## src/rtl/pipeline_skid_register_pkg.sv

```systemverilog
// rtl/pipeline_skid_register_pkg.sv - shared types and defaults for the skid register stage
package pipeline_skid_register_pkg;

  typedef enum logic [1:0] {
    ST_EMPTY = 2'd0,
    ST_ONE   = 2'd1,
    ST_FULL  = 2'd2
  } state_e;

  typedef struct packed {
    logic [63:0] result;
    logic [31:0] pc;
    logic [4:0]  rd_addr;
    logic        wb_en;
    logic [1:0]  wb_sel;
  } mem_wb_t;

  localparam int DEFAULT_DATA_W = $bits(mem_wb_t);
  localparam int DEFAULT_CNT_W  = 16;

  function automatic logic [1:0] occ_of(state_e s);
    return (s == ST_FULL) ? 2'd2 : (s == ST_ONE) ? 2'd1 : 2'd0;
  endfunction

endpackage

```

## src/rtl/pipeline_skid_register_if.sv

```systemverilog
// rtl/pipeline_skid_register_if.sv - upstream/downstream valid-ready handshake bundle
interface pipeline_skid_register_if
  import pipeline_skid_register_pkg::*;
#(
  parameter int DATA_W = DEFAULT_DATA_W
);

  logic              in_valid;
  logic [DATA_W-1:0] in_data;
  logic              in_ready;
  logic              out_valid;
  logic [DATA_W-1:0] out_data;
  logic              out_ready;

  modport master (
    output in_valid, in_data, out_ready,
    input  in_ready, out_valid, out_data
  );

  modport slave (
    input  in_valid, in_data, out_ready,
    output in_ready, out_valid, out_data
  );

endinterface

```

## src/rtl/pipeline_skid_register_sat_counter.sv

```systemverilog
// rtl/pipeline_skid_register_sat_counter.sv - saturating event counter with synchronous clear
module sat_counter #(
  parameter int WIDTH = 16
) (
  input  logic             clk,
  input  logic             reset_n,
  input  logic             inc,
  input  logic             clr,
  output logic [WIDTH-1:0] count
);

  logic [WIDTH-1:0] count_q, count_d;

  always_comb begin
    count_d = count_q;
    if (clr) begin
      count_d = '0;
    end else if (inc && (count_q != {WIDTH{1'b1}})) begin
      count_d = count_q + WIDTH'(1);
    end
  end

  always_ff @(posedge clk or negedge reset_n) begin
    if (!reset_n) begin
      count_q <= '0;
    end else begin
      count_q <= count_d;
    end
  end

  assign count = count_q;

endmodule

```

## src/rtl/pipeline_skid_register.sv

```systemverilog
// rtl/pipeline_skid_register.sv - valid/ready pipeline register, two-entry skid or single-entry
module pipeline_skid_register
  import pipeline_skid_register_pkg::*;
#(
  parameter int DATA_W  = DEFAULT_DATA_W,
  parameter int SKID_EN = 1,
  parameter int CNT_W   = DEFAULT_CNT_W
) (
  input  logic                      clk,
  input  logic                      reset_n,
  input  logic                      flush,
  input  logic                      cnt_clear,
  pipeline_skid_register_if.slave   bus,
  output logic [CNT_W-1:0]          stall_count,
  output logic [1:0]                occupancy
);

  localparam bit SKID = (SKID_EN != 0);

  state_e            state_q, state_d;
  logic [DATA_W-1:0] main_q, main_d;
  logic [DATA_W-1:0] skid_q, skid_d;
  logic              in_ready_q, in_ready_d;
  logic [1:0]        occ_q, occ_d;
  logic              out_valid;
  logic              accept;
  logic              emit;

  assign out_valid = (state_q != ST_EMPTY);
  assign emit      = out_valid & bus.out_ready;
  assign accept    = bus.in_valid & bus.in_ready;

  // Skid mode keeps in_ready registered so out_ready never reaches it combinationally.
  assign bus.in_ready  = SKID ? in_ready_q : (~out_valid | bus.out_ready);
  assign bus.out_valid = out_valid;
  assign bus.out_data  = main_q;
  assign occupancy     = occ_q;

  always_comb begin
    state_d = state_q;
    main_d  = main_q;
    skid_d  = skid_q;
    if (flush) begin
      state_d = ST_EMPTY;
    end else begin
      case (state_q)
        ST_EMPTY: begin
          if (accept) begin
            state_d = ST_ONE;
            main_d  = bus.in_data;
          end
        end
        ST_ONE: begin
          if (accept && emit) begin
            main_d = bus.in_data;
          end else if (accept && SKID) begin
            state_d = ST_FULL;
            skid_d  = bus.in_data;
          end else if (emit) begin
            state_d = ST_EMPTY;
          end
        end
        ST_FULL: begin
          if (emit) begin
            state_d = ST_ONE;
            main_d  = skid_q;
          end
        end
        default: state_d = ST_EMPTY;
      endcase
    end
    in_ready_d = (state_d != ST_FULL);
    occ_d      = occ_of(state_d);
  end

  always_ff @(posedge clk or negedge reset_n) begin
    if (!reset_n) begin
      state_q    <= ST_EMPTY;
      main_q     <= '0;
      skid_q     <= '0;
      in_ready_q <= 1'b0;
      occ_q      <= 2'd0;
    end else begin
      state_q    <= state_d;
      main_q     <= main_d;
      skid_q     <= skid_d;
      in_ready_q <= in_ready_d;
      occ_q      <= occ_d;
    end
  end

  sat_counter #(
    .WIDTH (CNT_W)
  ) u_stall_cnt (
    .clk     (clk),
    .reset_n (reset_n),
    .inc     (out_valid & ~bus.out_ready),
    .clr     (cnt_clear),
    .count   (stall_count)
  );

endmodule

```

## src/flat_wrapper.sv

```systemverilog
// flat-port wrapper written by rule: the top's interface ports become plain ports
module pipeline_skid_register_flat import pipeline_skid_register_pkg::*;
#(
  parameter int DATA_W  = DEFAULT_DATA_W,
  parameter int SKID_EN = 1,
  parameter int CNT_W   = DEFAULT_CNT_W
)
  (clk, reset_n, flush, cnt_clear, stall_count, occupancy, bus_in_valid, bus_in_data, bus_out_ready, bus_in_ready, bus_out_valid, bus_out_data);
  pipeline_skid_register_if #(.DATA_W(DATA_W)) bus_i ();
  input  logic clk;
  input  logic reset_n;
  input  logic flush;
  input  logic cnt_clear;
  output logic [CNT_W-1:0] stall_count;
  output logic [1:0] occupancy;
  input wire logic [$bits(bus_i.in_valid)-1:0] bus_in_valid;
  input wire logic [$bits(bus_i.in_data)-1:0] bus_in_data;
  input wire logic [$bits(bus_i.out_ready)-1:0] bus_out_ready;
  output wire logic [$bits(bus_i.in_ready)-1:0] bus_in_ready;
  output wire logic [$bits(bus_i.out_valid)-1:0] bus_out_valid;
  output wire logic [$bits(bus_i.out_data)-1:0] bus_out_data;
  assign bus_i.in_valid = bus_in_valid;
  assign bus_i.in_data = bus_in_data;
  assign bus_i.out_ready = bus_out_ready;
  assign bus_in_ready = bus_i.in_ready;
  assign bus_out_valid = bus_i.out_valid;
  assign bus_out_data = bus_i.out_data;
  pipeline_skid_register #(.DATA_W(DATA_W), .SKID_EN(SKID_EN), .CNT_W(CNT_W)) u_core (.clk(clk), .reset_n(reset_n), .flush(flush), .cnt_clear(cnt_clear), .bus(bus_i), .stall_count(stall_count), .occupancy(occupancy));
endmodule
```

## config.mk

```make
export PLATFORM = sky130hd
export DESIGN_NAME = pipeline_skid_register_flat
export DESIGN_NICKNAME = d
export VERILOG_FILES = /design/src/rtl/pipeline_skid_register_pkg.sv /design/src/rtl/pipeline_skid_register_if.sv /design/src/rtl/pipeline_skid_register_sat_counter.sv /design/src/rtl/pipeline_skid_register.sv /design/src/flat_wrapper.sv
export SDC_FILE = /design/constraint.sdc
export NUM_CORES = 1
export LEC_CHECK = 0
export CAP_MARGIN = 20
export CORE_MARGIN = 2
export CORE_UTILIZATION = 34
export DETAILED_ROUTE_END_ITERATION = 10
export GPL_TIMING_DRIVEN = 0
export PLACE_DENSITY = 0.57
export SLEW_MARGIN = 40
export SYNTH_ARGS = -nofsm -noshare
export SYNTH_HDL_FRONTEND = slang
export SYNTH_SLANG_ARGS = --single-unit
```

## constraint.sdc

```tcl
create_clock -name clk -period 1.79 [get_ports clk]
set_input_delay 0.358 -clock clk [delete_from_list [all_inputs] [get_ports clk]]
set_output_delay 0.358 -clock clk [all_outputs]
set_load 0.02 [all_outputs]
```

# [Word level (Yosys, flattened, before mapping)]
# Index checks and enable logic that the tools add are counted.
[totals] word_cells=45 reg_bits=229 output_inout_bits=124 input_bits=110
[op_classes] n_bitwise=6 eq_ne=9 n_reduce_logical=8 muxes=15 n_addsub=1
[ops] operator="2-to-1 mux 104 bit" count=3
[ops] operator="one-hot mux 104 bit (3 select lines)" count=1
[ops] operator="2-to-1 mux 16 bit" count=2
[ops] operator="adder 16 x 1 -> 16 bit (second input constant)" count=1
[ops] operator="!= test 16 bit (second input constant)" count=1
[ops] operator="2-to-1 mux 2 bit" count=7
[ops] operator="!= test 2 x 1 -> 1 bit (second input constant)" count=3
[ops] operator="one-hot mux 2 bit (3 select lines)" count=1
[ops] operator="AND reduction 5 bit" count=1
[ops] operator="== test 2 x 1 -> 1 bit (second input constant)" count=2
[ops] operator="== test 2 bit (second input constant)" count=2
[ops] operator="AND reduction 4 bit" count=1
[ops] operator="nonzero test 2 bit" count=2
[ops] operator="bitwise AND 1 bit" count=3
[ops] operator="inverter 1 bit" count=3
[ops] operator="nonzero test 3 bit" count=1
[ops] operator="logical AND 1 bit" count=2
[ops] operator="logical NOT 2 bit" count=1
[ops] operator="!= test 2 bit (second input constant)" count=1
[ops] operator="2-to-1 mux 1 bit" count=1

# [Longest topological paths before layout]
[logic_depth] depth_word=10 depth_mapped=7 mapped_depth_nobuf=5

# [Cells and area by module]
# From an unflattened synthesis, not the netlist that was laid out.
[unflattened] cells_unflattened=792 area_unflattened_um2=9770.6
[modules_own_cells] module="pipeline_skid_register" n_inst=1 area_each_um2=8828.5 cells_each=694 seq_area_each_um2=5330.1
[modules_own_cells] module="sat_counter" n_inst=1 area_each_um2=942.2 cells_each=98 seq_area_each_um2=400.4

# [Worst setup path before layout]
# Ideal clock, no wire load.
[synth_timing] kind="flip-flop to flip-flop" startpoint="register u_core.u_stall_cnt.count_q[0] (netlist: u_core.u_stall_cnt.count[0])" endpoint="register u_core.u_stall_cnt.count_q[7] (netlist: u_core.u_stall_cnt.count[7])" setup_ps=125 setup_slack_ps=-133 n_path_buf=1 stages_incl_launch_ff=7 t_required_ps=1665 synth_period_minus_slack_ps=1923 arrival_ps=1798 cell_sequence="dfrtp_1 ha_1 nand3_1 nor4_2 buf_2 nor4_1 mux2_2"
[synth_between] elab_chain_cells=3 elab_cells_between_ends=6 classes_between="1 x add/sub; 1 x eq/ne; 2 x mux; 2 x reduce/logical"
[synth_rtl] element="start, declared" line="pipeline_skid_register_sat_counter.sv:12" text="logic [WIDTH-1:0] count_q, count_d;"
[synth_rtl] element="start signal, assigned" line="pipeline_skid_register_sat_counter.sv:27" text="count_q <= count_d;"
[synth_rtl] element="adder 16 x 1 -> 16 bit or != test 16 bit (tied branches)" line="pipeline_skid_register_sat_counter.sv:19, pipeline_skid_register_sat_counter.sv:18"
[synth_rtl] element="2-to-1 mux 16 bit or logical AND 1 bit (tied branches)" line="pipeline_skid_register_sat_counter.sv:18" text="end else if (inc && (count_q != {WIDTH{1'b1}})) begin"
[synth_rtl] element="2-to-1 mux 16 bit or nonzero test 2 bit (tied branches)"
# Several ways; a longest one is shown, not always the timed one. The select of a mux whose other input is x is not followed.
# A chain may end at the register's enable or synchronous reset.

# [Worst setup path in the final report]
[layout_timing] startpoint="register u_core.state_q[1]" endpoint="register u_core.main_q[34] (netlist: u_core.bus.out_data[34])"
[layout_between] elab_chain_cells=5 elab_cells_between_ends=12 classes_between="5 x eq/ne; 1 x mux; 1 x bitwise; 5 x reduce/logical"
[layout_rtl] element="start, declared" line="pipeline_skid_register.sv:20" text="state_e state_q, state_d;"
[layout_rtl] element="start signal, assigned" line="pipeline_skid_register.sv:84" text="state_q <= state_d;"
[layout_rtl] element="nonzero test 2 bit" line="pipeline_skid_register.sv:29" text="assign out_valid = (state_q != ST_EMPTY);"
[layout_rtl] element="bitwise AND 1 bit" line="pipeline_skid_register.sv:30" text="assign emit = out_valid & bus.out_ready;"
[layout_rtl] element="logical AND 1 bit" line="pipeline_skid_register.sv:54" text="if (accept && emit) begin"
[layout_rtl] element="!= test 2 x 1 -> 1 bit (no source line)"
[layout_rtl] element="AND reduction 5 bit (no source line)"
[layout_rtl] element="end signal, assigned" line="pipeline_skid_register.sv:85" text="main_q <= main_d;"
[layout_rtl] element="end, declared" line="pipeline_skid_register.sv:21" text="logic [DATA_W-1:0] main_q, main_d;"
# Several ways; a longest one is shown, not always the timed one.

==> results summary <==
The flow ran to the end, but the final reports show violations. The checks that failed: setup timing. The required time at the endpoint of the critical path came out at 2.19 ns. By instance count, the leading cell after synthesis is mux2_2. The via density per instance is 4.80. The total power density per cell area is 1080 nW/µm².

The start-to-end type of the worst setup path is flip-flop to flip-flop. The count of port buffers added during placement came out at 233. Walking the worst path, the cells encountered are buf_4 -> buf_6 -> buf_6 -> and2_4 -> o21bai_4 -> a21oi_4 -> buf_12 -> buf_12 -> buf_16 -> mux2_4. The flip-flop and latch count after synthesis came out at 229. The post-detailed-route DRC marker count came out at 0. Detailed placement ended at an HPWL of approximately 17,000 µm. The Yosys step of the flow raised 0 warnings. The number of max-capacitance violations reported is 0. Entering global routing, the biggest net connects 67 pins. The TritonCTS buffer count came out at 27. In this run the most used layer during global routing was met2.

The post-synth net total is approximately 790. The critical path launch point type is a flip-flop. The total count of hold-check failures in the final report is 0. The met2 routing resource usage after global routing is 26.1%. The clock-pin slew on the worst setup and hold paths is 0.06 ns. The part of the power in registers is 41.4%.

The total area of sequential cells came out at 5750 µm². ~230 I/O pins were placed. Setup violations remaining at the end of the flow were counted as a little over 200. The overall die width came out at 179 µm.

The maximum number of buffers from clock root to sink is 3. Across every metal layer, demand over resource in global routing totals between 10% and 20%. The final route contains 6,759 vias.

The highest fanout seen on the critical path is 6. In the global route stage, met1 resource usage came out at 22.5%. The worst pin sits at a relative slew slack of approximately three fifths. At the end of the flow, the number of nets in the layout was 1,111. The placement row count came out at 63.

The share of async-settable or async-resettable flops after synthesis came out at 100%. The area of the multi-input gates came out at 4900 µm². The signal arrival time at the worst endpoint came out at 2.39 ns. The leakage power figure is around 0.0074 µW. The clock net sink count came out at roughly 230. The power spent charging and discharging nets is 4580 µW.

The first detailed-routing pass ran for 4 iterations. The worst clock skew on the final layout is around 0.017 ns. The height of the die came out at between 150 and 200 µm.

The clock period minus worst slack is 1.99 ns. Counting instances in the post-synthesis netlist gives the leading cell types as 255 x mux2_2, 229 x dfrtp_1, 60 x mux2_4. The clock tree root buffer cell is clkbuf_16.

Yosys mapped the design onto 41 distinct sky130hd cell types. The delay of the slowest critical-path stage came out at 0.41 ns. The worst setup path is captured at a flip-flop. At the pin with the least slew margin, the transition time is 0.597 ns.

The placeable core area came out at 29,900 µm². The fraction of post-synthesis cell area in the top cell type by area is approximately 55%. Once detail routing completed, the nets flagged for antenna violations numbered 0. The placer's final routability congestion estimate came out at 0.768. The fill cell instance count of the final layout is 2,614. The worst hold path belongs to the class primary input to async pin. The via count of the first global-routing pass came to 7,351. The starting DRC count in detailed routing is 279. The post-placement setup slack came out at -0.853 ns. The final critical path takes up 111% of the cycle. The initial antenna violation count is 3. The post-layout worst setup margin is -0.202 ns. The share of power burned in combinational logic came out at between 20 and 30%. The average cell area after synthesis is roughly 15 µm². The maximum achievable frequency came out at 502 MHz. The global-route wire length before repair came out at ~42,000 µm. The routed wire length came out at around 27,000 µm.

The average wire length per cell after detail routing came out at a little under 20 µm. The area enclosed by the die boundary is 31,900 µm². By area the synthesized netlist is led by dfrtp_1 55%, mux2_2 28%, mux2_4 8.7%.

The synthesized design spends more area on one cell type than any other, namely dfrtp_1. The final number of max-transition violations came out at 0. The initial utilization of the core area, before any placement, comes to between 30% and 40%. The number of antenna cells inserted is 0. The number of levels in the clock H-tree is 1. The area added between synthesis and finish is 51.7%.

Setup repair after global routing could not meet its margin everywhere. For this run, the leading register cell type out of synthesis is dfrtp_1. The cell internal power dissipation came out at around 12,000 µW. In this run switching power makes up a little over a quarter of total power. The synthesized instance count is a little under 700.

The ratio of cells with drive above 1 in the final layout came out at 48.7%. Of the total power, the clock network draws between 30% and 40%. The clock network latency to the later pin of the worst-skew pair came out at between 0.5 and 0.6 ns.

The worst-case vdd ir drop is 0.000766 V. The slowest stage of the critical path belongs to the cell dfrtp_2. The overflow left after global routing came out at 0. The accumulated negative setup slack came out at -25.22 ns.

TritonCTS built the clock tree. The total standard cell area after synthesis is between 10,000 and 15,000 µm². The number of enable-type register cells in the synthesized netlist is 0.

The met3 global-route usage came out at 6.19%. The share of the Yosys chip area taken by registers is 55.2%.
==> placed cells by master, fill, tap and decap left out, drive strengths merged, types with 7 or more instances in the layout <==
cell type and n:
a21oi 13, buf 95, clkbuf 44, clkdlybuf4s50 108, dfrtp 229, dlygate4sd2 123
mux2 315, nand3 9, nor2 7
==> what timing repair did <==
item | in CTS | in global routing
pin swaps | 5 | 6
hold endpoints to repair | 38 | 0
setup buffers | 37 | 20
hold buffers | 1 | 0
gates resized for setup | 326 | 73
setup endpoints to repair | 350 | 226
cloned | 12 | 2
==> worst paths after layout <==
path | start | endpoint | slack (ns) | cells past startpoint
min reg2reg | u_core.bus.out_data[8] | u_core.bus.out_data[8] | 0.50 | 1
min | reset_n | u_core.skid_q[16] | 0.32 | 2
max reg2reg | u_core.state_q[1] | u_core.bus.out_data[34] | -0.20 | 10
max | u_core.state_q[1] | u_core.bus.out_data[34] | -0.20 | 10
min in group clk | bus_in_data[64] | u_core.skid_q[64] | 0.46 | 2
max in group asynchronous | reset_n | u_core.skid_q[48] | 0.44 | 4
==> layout make-up <==
type                       count  area share (%)
buffer                        34            3.51
clock buffer                  38            4.93
clock inverter                 9           0.763
inverter                       4          0.0953
multi-input combinational    405            31.1
sequential                   229            36.5
tap                          390            3.10
timing repair buffer         299            20.0
==> sequential cells by signal, summed over array words and instances (netlist names) <==
name,flops
u_core.state_q,2
u_core.u_stall_cnt.count,16
u_core.skid_q,104
u_core.bus.in_ready,1
u_core.bus.out_data,104
u_core.occupancy,2
==> metal layers <==
| layer | routed length (µm) | up-vias |
|---|---|---|
| li1 | - | 3106 |
| met1 | 12300 | 3415 |
| met2 | 11900 | 194 |
| met3 | 2320 | 38 |
| met4 | 495 | 6 |
| met5 | 33 | - |
==> power by group through the flow <==
stage / registers, µW / logic [µW] / clock network [µW]
2_1_floorplan: 7660 / 1710 / 0
3_3_place_gp: 7110 / 4110 / 0
3_5_place_dp: 7120 / 4160 / 0
4_1_cts: 7060 / 4420 / 5750
5_1_grt: 7230 / 4730 / 6000
6_report: 7060 / 4420 / 5590
==> stage by stage <==
stage / power (µW) / instances / hold slack (ns) / utilization (%) / cell area, µm²
3_5_place_dp: 11300 / 1303 / 0.257 / 44.6 / 13300
5_1_grt: 18000 / 1408 / 0.332 / 52.7 / 15800
4_1_cts: 17200 / 1395 / 0.299 / 51.7 / 15400
6_report: 17100 / 1408 / 0.318 / 52.7 / 15800
3_3_place_gp: 11200 / 1300 / 0.483 / 44.3 / 13200
2_1_floorplan: 9370 / 677 / 0.0624 / - / 10400
==> cell families after synthesis <==
group                    Yosys count  synth area share [%]
adder cells (fa/ha/maj)            1                 0.121
multiplexers                     316                  36.4
AND/OR/NAND/NOR                   53                  3.05
buffers and inverters             43                  3.03
AO/OA/AOI/OAI                     35                  2.17
flip-flops                       229                  55.2
==> worst max-delay path: cells and delay by family, from the launching register on <==
kind                   cells  cell delay [ns]
buffers and inverters      6             0.78
AO/OA/AOI/OAI              2             0.24
multiplexers               1             0.29
AND/OR/NAND/NOR            1             0.14
flip-flops                 1             0.41
No activity file was read; power rests on OpenSTA's default activity.
==> patch 1, RTL diff (same flow settings) <==
Re-encode `state_e` (3 states) as one-hot, 3 bits wide.
--- a/src/rtl/pipeline_skid_register_pkg.sv
+++ b/src/rtl/pipeline_skid_register_pkg.sv
@@ -1,10 +1,10 @@
 // rtl/pipeline_skid_register_pkg.sv - shared types and defaults for the skid register stage
 package pipeline_skid_register_pkg;
 
-  typedef enum logic [1:0] {
-    ST_EMPTY = 2'd0,
-    ST_ONE   = 2'd1,
-    ST_FULL  = 2'd2
+  typedef enum logic [2:0] {
+    ST_EMPTY = 3'b001,
+    ST_ONE   = 3'b010,
+    ST_FULL  = 3'b100
   } state_e;
 
   typedef struct packed {
Function: same outputs for any inputs over 4 cycles, from zero or initial values and one cycle with reset_n low; so few cycles prove little.
==> patch 1 against the original RTL <==
The run still ends with negative setup slack left; via count fell by 1.8%; synthesized cell count increased by 1.3%; clock skew decreased by 0.011 ns; first-iteration DRC count is 36% lower; hold slack got worse by 0.10 ns; global-route usage down 1.0 points; total power decreased by 6.5%; synthesized area is 0.18% higher; count of clock-buffer cells in the layout is 5 higher; sequential cell count up 1; sequential power fell by 8.9%; routed wire length decreased by 5.7%; final area down 4.1%; worst setup slack lost 0.10 ns; highest routed layer unchanged.
==> patch 1: results (changes against the original RTL) <==
Result of the run - complete, but fails checks (unchanged)
Slowest cell on crit path - or4_4 (was dfrtp_2)
Largest fanout on the critical path - 10 (was 6)
Most area-consuming cells after synthesis - dfrtp_1 55%, mux2_2 28%, mux2_4 8.7%, a21oi_1 0.77%, buf_6 0.76% (was dfrtp_1 55%, mux2_2 28%, mux2_4 8.7%, buf_12 1.2%, buf_2 0.82%)
Relative max-transition margin - 0.571 (was 0.602)
Worst IR drop on VDD - 0.000760 V (was 0.000766 V)
Seq pwr share - 0.403 (was 0.414)
Cell internal pwr - 0.0118 W (was 0.0125 W)
Nets - 1086 (was 1111)
Number of antenna violations at the first check in global routing - 4 (was 3)
DR vias - 6637 (was 6759)
Final worst slack - -0.302 ns (was -0.202 ns)
Number of endpoints failing setup at the final stage - 339 (was 204)
Reg-to-Reg End - u_core.skid_q[48]$_DFFE_PN0P_ (was u_core.bus.out_data[34]$_DFFE_PN0P_)
Max Buffers Root-to-Sink - 3 (unchanged)
Family with the most delay on the worst path - simple AND/OR/NAND/NOR gates (was buffers and inverters)
Worst setup timing slack at the placement stage - -1.18 ns (was -0.853 ns)
Resized Gates After CTS - 76 (was 326)
Seq/Total Area, Yosys - 0.554 (was 0.552)
Number of DRC markers in iteration 0 - 179 (was 279)
Most frequent cells after synthesis - 254 x mux2_2, 229 x dfrtp_1, 60 x mux2_4 (was 255 x mux2_2, 229 x dfrtp_1, 60 x mux2_4)
Leakage power - 6.67 nW (was 7.42 nW)
Routed len/inst - 18.4 µm (was 19.2 µm)
Clock net power - 0.00577 W (was 0.00559 W)
Placed instance area - 13500 µm² (was 13300 µm²)
Worst reg2reg startpoint - u_core.state_q[2]$_DFF_PN0_ (was u_core.state_q[1]$_DFF_PN0_)
GRT Resource Usage Total - 0.157 (was 0.168)
Port-buffer cells - 232 (was 233)
Maximum number of pins on one net before global-route repair - 62 (was 67)
Worst endpoint data arrival time - 2.50 ns (was 2.39 ns)
Global-route wire length before repair - 39500 µm (was 41900 µm)
Path length in cells of the critical path - 7 (was 10)
Part of the power in combinational logic - 0.235 (was 0.259)
Class of the most critical hold timing path - in2reg (was in2async)
Share of layout cells above drive strength 1 - 0.445 (was 0.487)
Clock Skew - 0.00580 ns (was 0.0172 ns)
Syn_nets - 797 (was 788)
TNS Setup - -52.52 ns (was -25.22 ns)
Hold buffer count at CTS - 1 (unchanged)
Final weighted congestion of routability-driven global placement - 0.736 (was 0.768)
Failing checks - negative setup slack (unchanged)
Postcts setup bufs - 11 (was 37)
Dpl hpwl - 17000 µm (was 16800 µm)
patch 1: cell types whose count changed in the layout (fill, tap and decap cells not counted), sizes merged, moves of 4 or more:
| cell | delta |
|---|---|
| clkdlybuf4s50 | +119 |
| dlygate4sd2 | -120 |
| buf | -35 |
| nand2 | +4 |
| clkbuf | +8 |
| nand3 | -5 |
| o31ai | +4 |
patch 1: final cells by class:
type | count | area, µm²
clock buffer | 43 | 868
buffer | 41 | 573
sequential | 230 | 5760
tap | 396 | 495
timing repair buffer | 259 | 2750
inverter | 3 | 11.3
multi-input combinational | 412 | 4560
fill | 2617 | 15200
clock inverter | 6 | 82.6
patch 1: through the flow:
step,hold slack (ns),utilization,std cells
global placement,0.481,0.442,1314
CTS,0.204,0.493,1382
detailed placement,0.344,0.445,1317
global route,0.273,0.498,1390
floorplan,0.0624,-,686
finish,0.213,0.498,1390
patch 1: per-layer routing:
metal	part of all wire	GRT usage	vias up
li1	-	-	3093
met1	0.45	0.211	3312
met2	0.44	0.242	187
met3	0.090	0.0560	39
met4	0.022	0.0379	6
met5	0.0013	0	-
patch 1: kinds of logic (layout without fill, tap and decap cells):
kind of cell             Yosys count  count (layout)  synth area share
adder cells (fa/ha/maj)            1               1           0.00120
AO/OA/AOI/OAI                     38              38            0.0238
flip-flops                       230             230             0.554
buffers and inverters             44             352            0.0244
AND/OR/NAND/NOR                   59              59            0.0354
multiplexers                     314             314             0.362
patch 1: worst reg2reg max path: stages (launching register included):
cell and delay (ns):
dfrtp_1 0.40, and3b_2 0.31, nand2_4 0.06, or4_4 0.42, buf_8 0.16, clkbuf_16 0.16
buf_12 0.15, mux2_4 0.30
==> patch 2, RTL diff (same settings) <==
Without the edit above. Change the package constant `DEFAULT_CNT_W` from 16 to 12.
--- a/src/rtl/pipeline_skid_register_pkg.sv
+++ b/src/rtl/pipeline_skid_register_pkg.sv
@@ -16,7 +16,7 @@
   } mem_wb_t;
 
   localparam int DEFAULT_DATA_W = $bits(mem_wb_t);
-  localparam int DEFAULT_CNT_W  = 16;
+  localparam int DEFAULT_CNT_W  = 12;
 
   function automatic logic [1:0] occ_of(state_e s);
     return (s == ST_FULL) ? 2'd2 : (s == ST_ONE) ? 2'd1 : 2'd0;
Interface: changed (resized stall_count); port bits go from 234 to 230. No check against the original RTL was run, so the function may have changed too.
==> patch 2 against the original RTL <==
The run still ends with negative setup slack left; count of clock-buffer cells in the layout fell by 1; routed wire length shrank 4.5%; synthesized area is 2.5% lower; worst setup slack gained 0.028 ns; global-route usage is 1.6 points lower; total power decreased by 1.9%; die area fell by 2.4%; sequential cell count shrank 4; final area down 4.0%; via count down 4.5%; critical path depth shrank 2; critical endpoint is now u_core.bus.out_data[37]$_DFFE_PN0P_.
==> patch 2: results (changes against the original RTL) <==
Worst endpoint data arrival time - 2.37 ns (was 2.39 ns)
Met2 demand-to-capacity share in global routing - 0.233 (was 0.261)
Met1 WL - 11900 µm (was 12300 µm)
Multi-Input Combinational - 384 (was 405)
Share of layout cells above drive strength 1 - 0.455 (was 0.487)
Nonclk inv count - 6 (was 4)
Maximum number of pins on one net before global-route repair - 57 (was 67)
Dpl hpwl - 16400 µm (was 16800 µm)
Nets - 1055 (was 1111)
Antenna fix cells - 1 (was 0)
Post-synthesis compound-gate area fraction - 0.0174 (was 0.0217)
CLK BUF - 37 (was 38)
Seq/Total Area, Yosys - 0.556 (was 0.552)
Met2 wire length - 11200 µm (was 11900 µm)
Port-buffer cells - 229 (was 233)
Share of synthesized area spent on multiplexers - 0.371 (was 0.364)
Failing checks - negative setup slack (unchanged)
Via count of the first global-routing pass - 6573 (was 7351)
Global-route wire length before repair - 37200 µm (was 41900 µm)
Depth of the worst register-to-register path - 8 (was 10)
Most frequent cells after synthesis - 252 x mux2_2, 225 x dfrtp_1, 60 x mux2_4 (was 255 x mux2_2, 229 x dfrtp_1, 60 x mux2_4)
Routed len/inst - 19.1 µm (was 19.2 µm)
Postcts setup bufs - 10 (was 37)
Number of antenna violations at the first check in global routing - 4 (was 3)
Parity-gate share of the synthesized area counting xor and xnor cells - 0 (unchanged)
Number of DRC markers in iteration 0 - 169 (was 279)
Result of the run - complete, but fails checks (unchanged)
Leakage power - 7.52 nW (was 7.42 nW)
WHS - 0.293 ns (was 0.318 ns)
GRT Resource Usage Total - 0.152 (was 0.168)
Worst setup timing slack at the placement stage - -0.944 ns (was -0.853 ns)
Clock network area share - 0.0564 (was 0.0570)
Most area-consuming cells after synthesis - dfrtp_1 56%, mux2_2 28%, mux2_4 8.9%, buf_12 1.2%, buf_2 0.79% (was dfrtp_1 55%, mux2_2 28%, mux2_4 8.7%, buf_12 1.2%, buf_2 0.82%)
Number of endpoints failing setup at the final stage - 208 (was 204)
TNS Setup - -23.42 ns (was -25.22 ns)
Fill cell instance count of the final layout - 2552 (was 2614)
Number of buffers outside the clock class in the layout - 301 (was 333)
Final worst slack - -0.175 ns (was -0.202 ns)
Hold Violations, Final - 0 (unchanged)
Relative max-transition margin - 0.678 (was 0.602)
Non-clock buffer area fraction after layout - 0.237 (was 0.235)
Resized Gates After CTS - 115 (was 326)
DR vias - 6458 (was 6759)
Critical path endpoint - u_core.bus.out_data[37]$_DFFE_PN0P_ (was u_core.bus.out_data[34]$_DFFE_PN0P_)
Final weighted congestion of routability-driven global placement - 0.765 (was 0.768)
Seq pwr share - 0.415 (was 0.414)
Count of different cell masters after synthesis - 40 (was 41)
Detail Route met3 WL - 2240 µm (was 2320 µm)
[patch 2: cell count changes after synthesis, sizes merged, moves of 4 or more]
cell | unedited run | this run
or4 | 6 | 2
nand2 | 5 | 9
dfrtp | 229 | 225
nand3 | 9 | 5
a21oi | 13 | 9
[patch 2: metrics by stage]
| stage | cells | cell area (µm²) | total power, W |
|---|---|---|---|
| 5_1_grt | 1351 | 15100 | 0.0176 |
| 2_1_floorplan | 651 | 10100 | 0.00927 |
| 3_5_place_dp | 1274 | 13000 | 0.0112 |
| 3_3_place_gp | 1270 | 12900 | 0.0111 |
| 6_report | 1352 | 15100 | 0.0167 |
| 4_1_cts | 1332 | 14200 | 0.0166 |
[patch 2: worst reg2reg max path, cell delays in order (launching register included)]
cell and delay [ns]:
dfrtp_2 0.41, and3b_2 0.30, nand2_2 0.09, a21oi_4 0.22, buf_6 0.13, buf_8 0.10, buf_12 0.12, buf_12 0.14
mux2_2 0.33
